**src/rtl/sdram_arb_pkg.sv**
```systemverilog
// rtl/sdram_arb_pkg.sv - shared command codes, state encoding and default geometry for sdram_arbiter
package sdram_arb_pkg;

  localparam logic [1:0] CMD_NONE = 2'b00;
  localparam logic [1:0] CMD_WR   = 2'b01;
  localparam logic [1:0] CMD_RD   = 2'b10;
  localparam logic [1:0] CMD_REF  = 2'b11;

  localparam int DEF_BURST_LEN   = 256;
  localparam int DEF_FRAME_WORDS = 307200;
  localparam int DEF_OFS_W       = 22;

  typedef enum logic [1:0] {
    ST_IDLE  = 2'b00,
    ST_ISSUE = 2'b01,
    ST_BUSY  = 2'b10
  } state_e;

endpackage

```
**src/rtl/frame_addr_cnt.sv**
```systemverilog
// rtl/frame_addr_cnt.sv - per-stream frame word offset with end-of-frame mask and deferred frame restart
module frame_addr_cnt
  import sdram_arb_pkg::*;
#(
  parameter int BURST_LEN   = DEF_BURST_LEN,
  parameter int FRAME_WORDS = DEF_FRAME_WORDS,
  parameter int OFS_W       = DEF_OFS_W
) (
  input  logic             clk,
  input  logic             rst_n,
  input  logic             frame_start,
  input  logic             advance,
  input  logic             in_flight,
  output logic [OFS_W-1:0] ofs,
  output logic             done
);

  // One extra bit so ofs + BURST_LEN can reach FRAME_WORDS without wrapping.
  localparam logic [OFS_W:0] STEP  = (OFS_W+1)'(BURST_LEN);
  localparam logic [OFS_W:0] FRAME = (OFS_W+1)'(FRAME_WORDS);

  logic [OFS_W:0] ofs_q, ofs_d;
  logic           done_q, done_d;
  logic           pend_q, pend_d;

  // Advance on burst completion, or restart; a restart during our own burst waits for its completion.
  always_comb begin
    ofs_d  = ofs_q;
    done_d = done_q;
    pend_d = pend_q;
    if (advance) begin
      if (pend_q || frame_start) begin
        ofs_d  = '0;
        done_d = 1'b0;
        pend_d = 1'b0;
      end else begin
        ofs_d  = ofs_q + STEP;
        done_d = (ofs_d >= FRAME);
      end
    end else if (frame_start) begin
      if (in_flight) begin
        pend_d = 1'b1;
      end else begin
        ofs_d  = '0;
        done_d = 1'b0;
        pend_d = 1'b0;
      end
    end
  end

  // Offset, done and pending registers.
  always_ff @(posedge clk or negedge rst_n) begin
    if (!rst_n) begin
      ofs_q  <= '0;
      done_q <= 1'b0;
      pend_q <= 1'b0;
    end else begin
      ofs_q  <= ofs_d;
      done_q <= done_d;
      pend_q <= pend_d;
    end
  end

  assign ofs  = ofs_q[OFS_W-1:0];
  assign done = done_q;

endmodule

```
**src/rtl/sdram_arbiter.sv**
```systemverilog
// rtl/sdram_arbiter.sv - refresh/camera/VGA arbiter for the SDRAM command port; optional SDRAM_ARB_PERF_EN read-wait monitor
module sdram_arbiter
  import sdram_arb_pkg::*;
#(
  parameter int BURST_LEN   = DEF_BURST_LEN,
  parameter int FRAME_WORDS = DEF_FRAME_WORDS,
  parameter int OFS_W       = DEF_OFS_W
) (
  input  logic               clk,
  input  logic               rst_133,
  input  logic               ref_req,
  input  logic               wr_req,
  input  logic               rd_req,
  input  logic               cam_frame_start,
  input  logic               vga_frame_start,
  input  logic [1:0]         cam_bank,
  input  logic [1:0]         vga_bank,
  output logic               cmd_valid,
  input  logic               cmd_ready,
  output logic [1:0]         cmd_type,
  output logic [OFS_W+1:0]   cmd_addr,
  input  logic               cmd_done,
  output logic               ref_ack,
  output logic               wr_ack,
  output logic               rd_ack,
  output logic               busy
`ifdef SDRAM_ARB_PERF_EN
  ,
  output logic [15:0]        perf_rd_wait_max
`endif
);

  state_e             state_q, state_d;
  logic [1:0]         type_q, type_d;
  logic [OFS_W+1:0]   addr_q, addr_d;
  logic               last_wr_q, last_wr_d;
  logic               ref_ack_q, ref_ack_d;
  logic               wr_ack_q, wr_ack_d;
  logic               rd_ack_q, rd_ack_d;

  logic [OFS_W-1:0]   wr_ofs, rd_ofs;
  logic               wr_done, rd_done;
  logic               wr_ok, rd_ok, sel_wr, sel_rd;
  logic               wr_in_flight, rd_in_flight;
  logic               burst_end;

  // Requests from a stream that has finished its frame are ignored until its next frame start.
  assign wr_ok  = wr_req & ~wr_done;
  assign rd_ok  = rd_req & ~rd_done;
  assign sel_rd = ~ref_req & rd_ok & (~wr_ok | last_wr_q);
  assign sel_wr = ~ref_req & wr_ok & ~sel_rd;

  assign wr_in_flight = (state_q != ST_IDLE) && (type_q == CMD_WR);
  assign rd_in_flight = (state_q != ST_IDLE) && (type_q == CMD_RD);
  assign burst_end    = (state_q == ST_BUSY) && cmd_done;

  frame_addr_cnt #(
    .BURST_LEN   (BURST_LEN),
    .FRAME_WORDS (FRAME_WORDS),
    .OFS_W       (OFS_W)
  ) u_wr_cnt (
    .clk         (clk),
    .rst_n       (rst_133),
    .frame_start (cam_frame_start),
    .advance     (burst_end && (type_q == CMD_WR)),
    .in_flight   (wr_in_flight),
    .ofs         (wr_ofs),
    .done        (wr_done)
  );

  frame_addr_cnt #(
    .BURST_LEN   (BURST_LEN),
    .FRAME_WORDS (FRAME_WORDS),
    .OFS_W       (OFS_W)
  ) u_rd_cnt (
    .clk         (clk),
    .rst_n       (rst_133),
    .frame_start (vga_frame_start),
    .advance     (burst_end && (type_q == CMD_RD)),
    .in_flight   (rd_in_flight),
    .ofs         (rd_ofs),
    .done        (rd_done)
  );

  // IDLE picks and latches a command, ISSUE holds it for the handshake, BUSY waits for completion.
  always_comb begin
    state_d   = state_q;
    type_d    = type_q;
    addr_d    = addr_q;
    last_wr_d = last_wr_q;
    ref_ack_d = 1'b0;
    wr_ack_d  = 1'b0;
    rd_ack_d  = 1'b0;
    case (state_q)
      ST_IDLE: begin
        if (ref_req) begin
          type_d  = CMD_REF;
          addr_d  = '0;
          state_d = ST_ISSUE;
        end else if (sel_rd) begin
          type_d  = CMD_RD;
          addr_d  = {vga_bank, rd_ofs};
          state_d = ST_ISSUE;
        end else if (sel_wr) begin
          type_d  = CMD_WR;
          addr_d  = {cam_bank, wr_ofs};
          state_d = ST_ISSUE;
        end
      end
      ST_ISSUE: begin
        if (cmd_ready) state_d = ST_BUSY;
      end
      ST_BUSY: begin
        if (cmd_done) begin
          state_d   = ST_IDLE;
          type_d    = CMD_NONE;
          ref_ack_d = (type_q == CMD_REF);
          wr_ack_d  = (type_q == CMD_WR);
          rd_ack_d  = (type_q == CMD_RD);
          if (type_q == CMD_WR) last_wr_d = 1'b1;
          if (type_q == CMD_RD) last_wr_d = 1'b0;
        end
      end
      default: state_d = ST_IDLE;
    endcase
  end

  // Arbiter state, latched command and ack pulses.
  always_ff @(posedge clk or negedge rst_133) begin
    if (!rst_133) begin
      state_q   <= ST_IDLE;
      type_q    <= CMD_NONE;
      addr_q    <= '0;
      last_wr_q <= 1'b1;
      ref_ack_q <= 1'b0;
      wr_ack_q  <= 1'b0;
      rd_ack_q  <= 1'b0;
    end else begin
      state_q   <= state_d;
      type_q    <= type_d;
      addr_q    <= addr_d;
      last_wr_q <= last_wr_d;
      ref_ack_q <= ref_ack_d;
      wr_ack_q  <= wr_ack_d;
      rd_ack_q  <= rd_ack_d;
    end
  end

  assign cmd_valid = (state_q == ST_ISSUE);
  assign cmd_type  = type_q;
  assign cmd_addr  = addr_q;
  assign ref_ack   = ref_ack_q;
  assign wr_ack    = wr_ack_q;
  assign rd_ack    = rd_ack_q;
  assign busy      = (state_q != ST_IDLE);

`ifdef SDRAM_ARB_PERF_EN
  logic [15:0] rd_wait_q, rd_wait_d;
  logic [15:0] perf_max_q, perf_max_d;
  logic        rd_taken;

  assign rd_taken = (state_q == ST_IDLE) && sel_rd;

  // Count cycles a read request waits before being latched; keep the worst case per VGA frame.
  always_comb begin
    rd_wait_d  = rd_wait_q;
    perf_max_d = perf_max_q;
    if (rd_taken) begin
      if (rd_wait_q > perf_max_q) perf_max_d = rd_wait_q;
      rd_wait_d = '0;
    end else if (!rd_req) begin
      rd_wait_d = '0;
    end else if (!rd_in_flight && (rd_wait_q != 16'hFFFF)) begin
      rd_wait_d = rd_wait_q + 16'd1;
    end
    if (vga_frame_start) perf_max_d = '0;
  end

  // Read-wait monitor registers.
  always_ff @(posedge clk or negedge rst_133) begin
    if (!rst_133) begin
      rd_wait_q  <= '0;
      perf_max_q <= '0;
    end else begin
      rd_wait_q  <= rd_wait_d;
      perf_max_q <= perf_max_d;
    end
  end

  assign perf_rd_wait_max = perf_max_q;
`endif

endmodule
```
**config.mk**
```make
export PLATFORM = sky130hd
export DESIGN_NAME = sdram_arbiter
export DESIGN_NICKNAME = d
export VERILOG_FILES = /design/src/rtl/sdram_arb_pkg.sv /design/src/rtl/frame_addr_cnt.sv /design/src/rtl/sdram_arbiter.sv
export SDC_FILE = /design/constraint.sdc
export NUM_CORES = 1
export LEC_CHECK = 0
export ABC_AREA = 1
export BUFFER_PORTS_ARGS = -buffer_cell sky130_fd_sc_hd__buf_2
export CAP_MARGIN = 20
export CORE_MARGIN = 4
export CORE_UTILIZATION = 25
export DETAILED_ROUTE_END_ITERATION = 16
export HOLD_SLACK_MARGIN = 0.1
export PLACE_DENSITY = 0.43
export SYNTH_ARGS = -nofsm -noshare
export SYNTH_HDL_FRONTEND = slang
export SYNTH_SLANG_ARGS = --single-unit
```
**constraint.sdc**
```tcl
create_clock -name clk -period 1.6 [get_ports clk]
set_input_delay 0.16 -clock clk [delete_from_list [all_inputs] [get_ports clk]]
set_output_delay 0.16 -clock clk [all_outputs]
set_load 0.02 [all_outputs]
```
==> metrics.txt <==
fin crit period 1480 ps; power share of the combinational group 26.2%; clock slew at reported path FFs 50 ps; vias in the first global route 3055; grt total ovfl 0; Setup Skew 6.32 ps; Ys Warns 0; worst vdd ir 0.000454 V; Reg-to-Reg Start last_wr_q; critical path startpoint last_wr_q; CP required 1830 ps; Int Pwr 0.00329 W; hold depth 3; worst slew pin tran 336 ps; Final setup viols 0; Die W 124 um; port bufs 43; CTS Root Buffer Type clkbuf_16; pwr dens 1130 nW/um^2; Routability Congestion 0.809; Reg2Reg Depth 7; Setup TNS 0 ps; Startpoint Class flip-flop; CTS Buffer Depth 2; io pins 44; syn avg cell area 7.62 um^2; status complete, no violations; vias per std cell 4.40; crit path capture type flip-flop; antenna viol nets, final 0; Post-route DRC 0; number of cell rows 41; Hold WS 112 ps; sequential share of the synthesized area 44.3%; WL/cell 13.4 um; crit path kind flip-flop to flip-flop; # nets final 530; Sw Ratio 32.8%; initial core utilization 26.0%; initial DRC count 150; met3 WL 174 um; first-pass GRT wire length 15200 um; Critical Path Fanout Max 13; Mapped Nets 458; cell area after synthesis 3340 um^2; Worst slew margin 77.6%; worst hold path type input pin to flip-flop; Post-synth EDFFs 0; die area 15300 um^2; asr flop ratio synth 100%; met1 WL 4150 um; Layout area overhead 30.2%; DR pass1 iterations 6; Hold Path Origin cam_frame_start; Antenna diodes 0; CTS buffer count 9; final hold violation count 0; CTS Sinks 59; GRT Total Usage 13.0%; DRT Wirelength 9180 um; Max-cap violations 0; DP Wirelength 7060 um; arrival time at the worst endpoint 1720 ps; power share of the clock group 37.6%; layout cell share with drive strength beyond 1 24.9%; highest metal used met4; Psw 0.00161 W; core area 12800 um^2; Yosys reg bits 59; Synth Instances 438; Main synth FF type dfrtp_1; Seq pwr share 36.2%; DR vias 3026; metal2 WL 4680 um; Leakage Power 2.09 nW; Max H-tree Level 3; antenna violations before repair 0; Distinct cells, synth 33; Pins Over Slew Limit 0; Die Y 124 um; clock latency on the worst-skew pair 330 ps; CTS tree done; largest net degree at the start of global routing 60; Tcrit/Tclk final 92.6%; Max Clk Rate 675 MHz
[state kept, by name, summed over array words and instances, names as in the netlist]
register,count
cmd_addr,17
u_rd_cnt.ofs_q,15
u_wr_cnt.ofs_q,15
cmd_type,2
state_q,2
last_wr_q,1
rd_ack,1
ref_ack,1
u_rd_cnt.done,1
u_rd_cnt.pend_q,1
u_wr_cnt.done,1
u_wr_cnt.pend_q,1
wr_ack,1
[synthesized netlist by cell type, types with 7 or more instances]
cell       n  share of area [%]
a21oi_1   10                1.5
buf_4      9                2.0
dfrtp_1   58                 44
ha_1       7                2.6
inv_1     54                6.1
nand2_1  113                 13
nand2_2    8                1.5
nand3_1   24                3.6
nand4_1    7                1.3
nor2_1    52                5.9
o21ai_0   31                4.7
o22ai_1   14                2.6
[cell families after synthesis]
logic type / share of synthesized area, %
flip-flops: 44.3
AO/OA/AOI/OAI: 12.9
XOR/XNOR: 1.58
buffers and inverters: 9.94
adder cells (fa/ha/maj): 2.63
AND/OR/NAND/NOR: 28.7
[final cells by class]
cell class | instances | area (um^2)
multi-input cells | 305 | 1600
flip-flops and latches | 59 | 1480
clock buffers | 14 | 274
repair buffers | 75 | 531
well taps | 172 | 215
clock inverters | 2 | 10.0
fillers | 1417 | 8480
inverters | 60 | 226
[stage by stage]
step | utilization (%) | cell area, um^2 | instances | setup slack (ps) | total power (W)
5_1_grt | 33.9 | 4340 | 687 | -24.0 | 0.00517
4_1_cts | 33.1 | 4250 | 685 | 68.2 | 0.00495
6_report | 33.9 | 4340 | 687 | 118 | 0.00489
3_5_place_dp | 30.5 | 3910 | 664 | 84.4 | 0.00307
2_1_floorplan | - | 3340 | 438 | 87.3 | 0.00258
3_3_place_gp | 30.5 | 3910 | 664 | 112 | 0.00305
[worst paths after layout]
kind,end,slack [ps]
setup / recovery,cmd_addr[17],120
hold / removal,u_wr_cnt.pend_q,110
setup reg to reg,cmd_addr[17],120
hold reg to reg,cmd_addr[18],480
max in group asynchronous,last_wr_q,920
min in group asynchronous,u_wr_cnt.ofs_q[21],350
[power by group through the flow]
stage / logic (W) / clock network [W] / registers [W]
2_1_floorplan: 0.000687 / 0 / 0.00190
3_3_place_gp: 0.00127 / 0 / 0.00179
3_5_place_dp: 0.00128 / 0 / 0.00179
4_1_cts: 0.00128 / 0.00190 / 0.00177
5_1_grt: 0.00141 / 0.00196 / 0.00180
6_report: 0.00128 / 0.00184 / 0.00177
[routing by layer]
layer  GRT usage, %  vias to the layer above
li1               -                     1554
met5              0                        -
met3           2.24                       13
met1           16.1                     1426
met4           6.30                        0
met2           22.0                       33
[worst max-delay path, stage by stage, from the launching register on]
cell	delay (ps)
dfstp_2	530
inv_1	50
nand2_1	60
nand2_1	80
nand3b_1	100
nand2_1	140
buf_4	220
o31ai_1	210
[layout by cell type (no fill, tap or decap), types with 2 or more instances in the layout]
master / n
nor3_1: 3
clkbuf_16: 9
xor2_1: 4
nand2_4: 3
ha_4: 2
o21ai_2: 2
ha_1: 4
nor2_2: 7
buf_2: 43
buf_4: 22
dlygate4sd3_1: 5
clkbuf_1: 2
nand3_2: 2
a31oi_1: 3
a21oi_1: 10
nand4_1: 7
nor2_4: 6
dfrtp_1: 55
o31ai_1: 6
inv_2: 5
dfrtp_2: 3
nand2_2: 8
o21ai_1: 9
clkbuf_8: 3
buf_12: 5
o22ai_1: 14
inv_1: 53
clkinv_2: 3
o21ai_0: 28
nor2_1: 45
nand2_1: 111
nand3_1: 23
nand3b_1: 2
[timing repair]
item                                    CTS  global route
hold buffers                              5             0
setup buffers                             0             2
endpoints found under the setup margin    0             8
resized for setup                         0            26
hold endpoints to repair                 62             0
No activity file was read; power rests on OpenSTA's default activity.
